## config.mk

```make
export PLATFORM = sky130hd
export DESIGN_NAME = xcorr_ifft_peak_flat
export DESIGN_NICKNAME = d
export VERILOG_FILES = /design/src/rtl/xcorr_ifft_peak_if.sv /design/src/rtl/xcorr_ifft_peak.sv /design/src/flat_wrapper.sv
export SDC_FILE = /design/constraint.sdc
export NUM_CORES = 2
export LEC_CHECK = 0
export BUFFER_PORTS_ARGS = -buffer_cell sky130_fd_sc_hd__buf_2
export CAP_MARGIN = 10
export CELL_PAD_IN_SITES_DETAIL_PLACEMENT = 1
export CELL_PAD_IN_SITES_GLOBAL_PLACEMENT = 2
export CORE_MARGIN = 4
export CORE_UTILIZATION = 43
export DETAILED_ROUTE_END_ITERATION = 10
export GPL_TIMING_DRIVEN = 0
export PLACE_DENSITY = 0.8
export SKIP_CTS_REPAIR_TIMING = 1
export SYNTH_ARGS = -nofsm -noshare
export SYNTH_HDL_FRONTEND = slang
export SYNTH_SLANG_ARGS = --single-unit
```

## constraint.sdc

```tcl
create_clock -name clk -period 10.4 [get_ports clk]
set_clock_uncertainty 0.2 [all_clocks]
set_input_delay 2.08 -clock clk [delete_from_list [all_inputs] [get_ports clk]]
set_output_delay 2.08 -clock clk [all_outputs]
set_load 0.05 [all_outputs]
```

## src/rtl/xcorr_ifft_peak_if.sv

```systemverilog
// Sample stream from the block-floating-point IFFT and the per-frame peak result.
// The slave side is the peak detector; the master side drives samples and reads results.
`timescale 1ns/1ps
interface xcorr_ifft_peak_if #(
  parameter int IDX_W  = 10,
  parameter int DATA_W = 16
);
  logic                     ival;
  logic signed [DATA_W-1:0] data_i;
  logic signed [DATA_W-1:0] data_q;
  logic [4:0]               iexp;
  logic                     ieop;
  logic [7:0]               thr;

  logic                     ores_val;
  logic [2*DATA_W:0]        opeak_pow;
  logic [IDX_W-1:0]         opeak_idx;
  logic [4:0]               oexp;
  logic                     odet;
  logic                     oerr;

  modport master (
    output ival, data_i, data_q, iexp, ieop, thr,
    input  ores_val, opeak_pow, opeak_idx, oexp, odet, oerr
  );

  modport slave (
    input  ival, data_i, data_q, iexp, ieop, thr,
    output ores_val, opeak_pow, opeak_idx, oexp, odet, oerr
  );
endinterface

```

## src/rtl/xcorr_ifft_peak.sv

```systemverilog
// Per-frame power peak detector on the IFFT output: tracks max |x|^2 and its index,
// then flags detection when the peak exceeds thr (Q4.4) times the frame's average power.
`timescale 1ns/1ps
module xcorr_ifft_peak #(
  parameter int FFT_LEN = 1024,
  parameter int IDX_W   = 10,
  parameter int DATA_W  = 16
) (
  input logic          clk,
  input logic          rst_n,
  xcorr_ifft_peak_if.slave bus
);

  localparam int POW_W = 2*DATA_W + 1;
  localparam int SUM_W = POW_W + IDX_W;
  localparam logic [IDX_W:0]   CNT_FULL = (IDX_W+1)'(FFT_LEN);
  localparam logic [IDX_W-1:0] IDX_LAST = IDX_W'(FFT_LEN - 1);

  function automatic logic [POW_W-1:0] power(input logic signed [DATA_W-1:0] a,
                                             input logic signed [DATA_W-1:0] b);
    logic signed [2*DATA_W-1:0] ax, bx, aa, bb;
    ax = {{DATA_W{a[DATA_W-1]}}, a};
    bx = {{DATA_W{b[DATA_W-1]}}, b};
    aa = ax * ax;
    bb = bx * bx;
    return {1'b0, $unsigned(aa)} + {1'b0, $unsigned(bb)};
  endfunction

  // peak * FFT_LEN * 16 against sum * thr, both held at full width
  function automatic logic detect(input logic [POW_W-1:0] pk,
                                  input logic [SUM_W-1:0] s,
                                  input logic [7:0]       t);
    logic [SUM_W+7:0] lhs, s_x, t_x;
    lhs = {4'b0, pk, {IDX_W{1'b0}}, 4'b0};
    s_x = {8'b0, s};
    t_x = {{SUM_W{1'b0}}, t};
    return lhs > (s_x * t_x);
  endfunction

  // ---- S0: input register ----
  logic                     vld_p0, eop_p0;
  logic signed [DATA_W-1:0] di_p0, dq_p0;
  logic [4:0]               exp_p0;
  logic [7:0]               thr_p0;

  always_ff @(posedge clk or negedge rst_n) begin
    if (!rst_n) begin
      vld_p0 <= 1'b0;
      eop_p0 <= 1'b0;
    end else begin
      vld_p0 <= bus.ival;
      eop_p0 <= bus.ieop;
    end
  end

  always_ff @(posedge clk) begin
    di_p0  <= bus.data_i;
    dq_p0  <= bus.data_q;
    exp_p0 <= bus.iexp;
    thr_p0 <= bus.thr;
  end

  // ---- S1: power ----
  logic             vld_p1, eop_p1;
  logic [POW_W-1:0] pow_p1;
  logic [4:0]       exp_p1;
  logic [7:0]       thr_p1;

  always_ff @(posedge clk or negedge rst_n) begin
    if (!rst_n) begin
      vld_p1 <= 1'b0;
      eop_p1 <= 1'b0;
    end else begin
      vld_p1 <= vld_p0;
      eop_p1 <= eop_p0;
    end
  end

  always_ff @(posedge clk) begin
    pow_p1 <= power(di_p0, dq_p0);
    exp_p1 <= exp_p0;
    thr_p1 <= thr_p0;
  end

  // ---- S2: frame accumulation and close ----
  logic             first_acc;
  logic [POW_W-1:0] max_acc, nx_max;
  logic [IDX_W-1:0] idx_acc, nx_idx;
  logic [SUM_W-1:0] sum_acc, nx_sum;
  logic [4:0]       exp_acc, nx_exp;
  logic             err_acc, nx_err;
  logic [IDX_W:0]   cnt_acc, nx_cnt;
  logic             cnt_full;

  assign cnt_full = (cnt_acc == CNT_FULL);

  always_comb begin
    nx_max = max_acc;
    nx_idx = idx_acc;
    nx_sum = sum_acc;
    nx_exp = exp_acc;
    nx_err = err_acc;
    nx_cnt = cnt_acc;
    if (first_acc) begin
      nx_max = pow_p1;
      nx_idx = '0;
      nx_sum = {{IDX_W{1'b0}}, pow_p1};
      nx_exp = exp_p1;
      nx_err = 1'b0;
      nx_cnt = (IDX_W+1)'(1);
    end else begin
      // samples beyond FFT_LEN still compete for the peak but report the last legal index
      if (pow_p1 > max_acc) begin
        nx_max = pow_p1;
        nx_idx = cnt_full ? IDX_LAST : cnt_acc[IDX_W-1:0];
      end
      nx_sum = sum_acc + {{IDX_W{1'b0}}, pow_p1};
      nx_cnt = cnt_full ? cnt_acc : cnt_acc + 1'b1;
      nx_err = err_acc | cnt_full | (exp_p1 != exp_acc);
    end
  end

  logic             vld_p2;
  logic [POW_W-1:0] max_p2;
  logic [IDX_W-1:0] idx_p2;
  logic [SUM_W-1:0] sum_p2;
  logic [4:0]       exp_p2;
  logic             err_p2;
  logic [7:0]       thr_p2;

  always_ff @(posedge clk or negedge rst_n) begin
    if (!rst_n) begin
      first_acc <= 1'b1;
      max_acc   <= '0;
      idx_acc   <= '0;
      sum_acc   <= '0;
      exp_acc   <= '0;
      err_acc   <= 1'b0;
      cnt_acc   <= '0;
      vld_p2    <= 1'b0;
    end else begin
      vld_p2 <= vld_p1 & eop_p1;
      if (vld_p1) begin
        first_acc <= eop_p1;
        max_acc   <= nx_max;
        idx_acc   <= nx_idx;
        sum_acc   <= nx_sum;
        exp_acc   <= nx_exp;
        err_acc   <= nx_err;
        cnt_acc   <= nx_cnt;
      end
    end
  end

  always_ff @(posedge clk) begin
    if (vld_p1 & eop_p1) begin
      max_p2 <= nx_max;
      idx_p2 <= nx_idx;
      sum_p2 <= nx_sum;
      exp_p2 <= nx_exp;
      err_p2 <= nx_err | (nx_cnt != CNT_FULL);
      thr_p2 <= thr_p1;
    end
  end

  // ---- S3: detection decision and result registers ----
  logic             res_val;
  logic [POW_W-1:0] res_pow;
  logic [IDX_W-1:0] res_idx;
  logic [4:0]       res_exp;
  logic             res_det, res_err;

  always_ff @(posedge clk or negedge rst_n) begin
    if (!rst_n) begin
      res_val <= 1'b0;
      res_pow <= '0;
      res_idx <= '0;
      res_exp <= '0;
      res_det <= 1'b0;
      res_err <= 1'b0;
    end else begin
      res_val <= vld_p2;
      if (vld_p2) begin
        res_pow <= max_p2;
        res_idx <= idx_p2;
        res_exp <= exp_p2;
        res_det <= detect(max_p2, sum_p2, thr_p2);
        res_err <= err_p2;
      end
    end
  end

  assign bus.ores_val  = res_val;
  assign bus.opeak_pow = res_pow;
  assign bus.opeak_idx = res_idx;
  assign bus.oexp      = res_exp;
  assign bus.odet      = res_det;
  assign bus.oerr      = res_err;

endmodule

```

## src/flat_wrapper.sv

```systemverilog
// flat-port wrapper written by rule: the top's interface ports become plain ports
module xcorr_ifft_peak_flat 
#(
  parameter int FFT_LEN = 1024,
  parameter int IDX_W   = 10,
  parameter int DATA_W  = 16
)
  (clk, rst_n, bus_ival, bus_data_i, bus_data_q, bus_iexp, bus_ieop, bus_thr, bus_ores_val, bus_opeak_pow, bus_opeak_idx, bus_oexp, bus_odet, bus_oerr);
  xcorr_ifft_peak_if #(.IDX_W(IDX_W), .DATA_W(DATA_W)) bus_i ();
  input logic clk;
  input logic rst_n;
  input wire logic [$bits(bus_i.ival)-1:0] bus_ival;
  input wire logic [$bits(bus_i.data_i)-1:0] bus_data_i;
  input wire logic [$bits(bus_i.data_q)-1:0] bus_data_q;
  input wire logic [$bits(bus_i.iexp)-1:0] bus_iexp;
  input wire logic [$bits(bus_i.ieop)-1:0] bus_ieop;
  input wire logic [$bits(bus_i.thr)-1:0] bus_thr;
  output wire logic [$bits(bus_i.ores_val)-1:0] bus_ores_val;
  output wire logic [$bits(bus_i.opeak_pow)-1:0] bus_opeak_pow;
  output wire logic [$bits(bus_i.opeak_idx)-1:0] bus_opeak_idx;
  output wire logic [$bits(bus_i.oexp)-1:0] bus_oexp;
  output wire logic [$bits(bus_i.odet)-1:0] bus_odet;
  output wire logic [$bits(bus_i.oerr)-1:0] bus_oerr;
  assign bus_i.ival = bus_ival;
  assign bus_i.data_i = bus_data_i;
  assign bus_i.data_q = bus_data_q;
  assign bus_i.iexp = bus_iexp;
  assign bus_i.ieop = bus_ieop;
  assign bus_i.thr = bus_thr;
  assign bus_ores_val = bus_i.ores_val;
  assign bus_opeak_pow = bus_i.opeak_pow;
  assign bus_opeak_idx = bus_i.opeak_idx;
  assign bus_oexp = bus_i.oexp;
  assign bus_odet = bus_i.odet;
  assign bus_oerr = bus_i.oerr;
  xcorr_ifft_peak #(.FFT_LEN(FFT_LEN), .IDX_W(IDX_W), .DATA_W(DATA_W)) u_core (.clk(clk), .rst_n(rst_n), .bus(bus_i));
endmodule
```

==> qor.csv <==
metric;value;unit
critPathSlowestCell;nor4_1;
r2r_end;u_core.bus.odet;
tightest_slew;1.170;ns
cp-endpoint;u_core.bus.odet;
area_growth;8.098;%
setup_violations;0;
dp_worst_setup_slack;-0.1360;ns
rrSetupSlack;0.39;ns
final_nets;6052;
slew_viol_final;0;
hold_viol;0;
fp.dieH;334.5;um
ant_nets;0;
min_path_type;register to register;
synth_flop_cell;dfrtp_1;
clk_pin_slew_worst_paths;0.06;ns
worstReg2RegStart;u_core.thr_p2[4];
finalCritPeriodShare;0.9629;
dpl.hpwl;107900;um
core;105600;um2
die_area;111900;um2
fmax;99.85;MHz
dr.pass1.iters;5;
grt_overflow_total;0;
clkSinkCount;351;
wl_per_cell;20.45;um
critPathLaunch;u_core.thr_p2[4];
fillers;12006;
synth.yosys.seq_area_share;0.1927;
final.setup.tns;0;ns
via_per_inst;5.208;
cts_inserted_buffers;42;
slew_headroom;0.2203;
track_usage;0.2365;
ys_warn_count;0;
fin_ws;0.3854;ns
vias;32976;
wl;129500;um
io_pins;100;
rr_worst_depth;28;
postSynth.asyncResetShare;0.4558;
synth_edf_count;100;
synth_cells;4761;
cp.arrival;10.35;ns
final_layout_size_suffix_gt1_frac;0.06822;
cts_tree;built;
crit_top_cell;fa_1;
cts_buffer_depth;3;
multiInputGateArea;32640;um2
grt_max_degree;104;
synth_seq_cells;351;
post-route-min-period;10.01;ns
dieWidth;334.5;um
root_buffer;clkbuf_16;
fin_hold_ws;0.1250;ns
worstSkewPairLatency;0.62;ns
critical_path_class;register to register;
worstSetupEndpointType;register;
drtIter0Drc;1393;
drc;0;
syn_area;45830;um2
io_buffers;99;
max_cap_violations;0;
grt_antenna_before_repair;2;
start_util;0.4341;
ff_latch_area;8830;um2
grt_pass1_wl;206300;um
crit_fanout;10;
status;finished clean;
syn_area_per_cell;9.626;um2
synth_nets;5907;
grt_pass1_vias;36835;
critPathMaxStageDelay;0.81;ns
synth_cell_type_count;83;
rows;119;
required;10.73;ns
htreeDepth;2;
startpoint_type;register;
routabilityCongestion;0.8785;
==> cell usage in the layout, fill, tap and decap left out, drive strengths merged, types with 159 or more instances in the layout <==
cell type	count
inv	1000
fa	722
nand2	418
ha	375
and2	284
clkbuf	192
nor2	168
a21oi	160
mux2	160
dfrtp	159
==> through the flow <==
step	instance area (um2)	instances	util
after global routing	49540	6331	0.4692
final	49540	6332	0.4693
after floorplan	45830	4761	-
after global placement	48060	6251	0.4553
after CTS	49530	6331	0.4692
after detailed placement	48130	6253	0.4559
==> final cells by class <==
class,count,area share
buffer,158,0.01265
multi-input combinational,3255,0.6589
clock inverter,25,0.005557
clock buffer,53,0.02266
tap,1391,0.03513
timing repair buffer,101,0.01132
inverter,997,0.07554
antenna,1,0.00005051
sequential,351,0.1782
==> metal layers <==
layer | vias up | global-route usage | part of all wire
met5 | - | 0 | 0.00011
met3 | 181 | 0.02387 | 0.029
met2 | 451 | 0.4238 | 0.51
li1 | 15397 | - | -
met1 | 16945 | 0.3001 | 0.43
met4 | 2 | 0.07897 | 0.037
==> cells by family after synthesis <==
group / after synthesis / share of synthesized area
AOI/OAI and AO/OA: 615 / 0.08936
xor gates and xnor gates: 179 / 0.03421
adders and majority gates: 1097 / 0.4178
buffers and inverters: 1155 / 0.09531
DFF: 351 / 0.1927
muxes: 170 / 0.04150
and+or+nand+nor: 1194 / 0.1292
==> flip-flops by register name, indices dropped and copies added, names as in the netlist, 11 cells and up <==
signal,count
u_core.bus.opeak_pow,33
u_core.cnt_acc,11
u_core.dq_p0,16
u_core.max_p2,33
u_core.max_acc,33
u_core.sum_p2,43
u_core.pow_p1,33
u_core.di_p0,16
u_core.sum_acc,43
==> worst max-delay path, delay by kind of cell (launching register included) <==
family / cells / cell delay [ns]
simple gates: 7 / 2.00
xor+xnor: 1 / 0.13
flops: 1 / 0.75
fa+ha+maj: 6 / 2.78
buf+inv: 4 / 0.78
mux: 1 / 0.28
compound gates: 9 / 3.03
==> how the worst min path moves through the flow <==
stage	to	startpoint	depth (start not counted)
floorplan	u_core.exp_p1[0]	u_core.exp_p0[0]	0
global placement	u_core.exp_p1[3]	u_core.exp_p0[3]	0
detailed placement	u_core.exp_p1[4]	u_core.exp_p0[4]	0
CTS	u_core.exp_p1[4]	u_core.exp_p0[4]	0
global route	u_core.exp_p1[0]	u_core.exp_p0[0]	0
finish	u_core.exp_p1[4]	u_core.exp_p0[4]	0
==> cells in the mapped netlist (all sizes together), types with 112 or more instances <==
library cell / instances / area share
o21ai: 112 / 0.012
a21oi: 160 / 0.017
nand2: 418 / 0.034
clkbuf: 139 / 0.011
and2: 284 / 0.039
inv: 995 / 0.081
nor2: 168 / 0.014
ha: 375 / 0.10
fa: 722 / 0.32
mux2: 160 / 0.039
dfrtp: 159 / 0.087
xnor2: 118 / 0.023
Power is not shown: default switching activity piles up to over one toggle a cycle in this logic, so the estimate is an artifact.
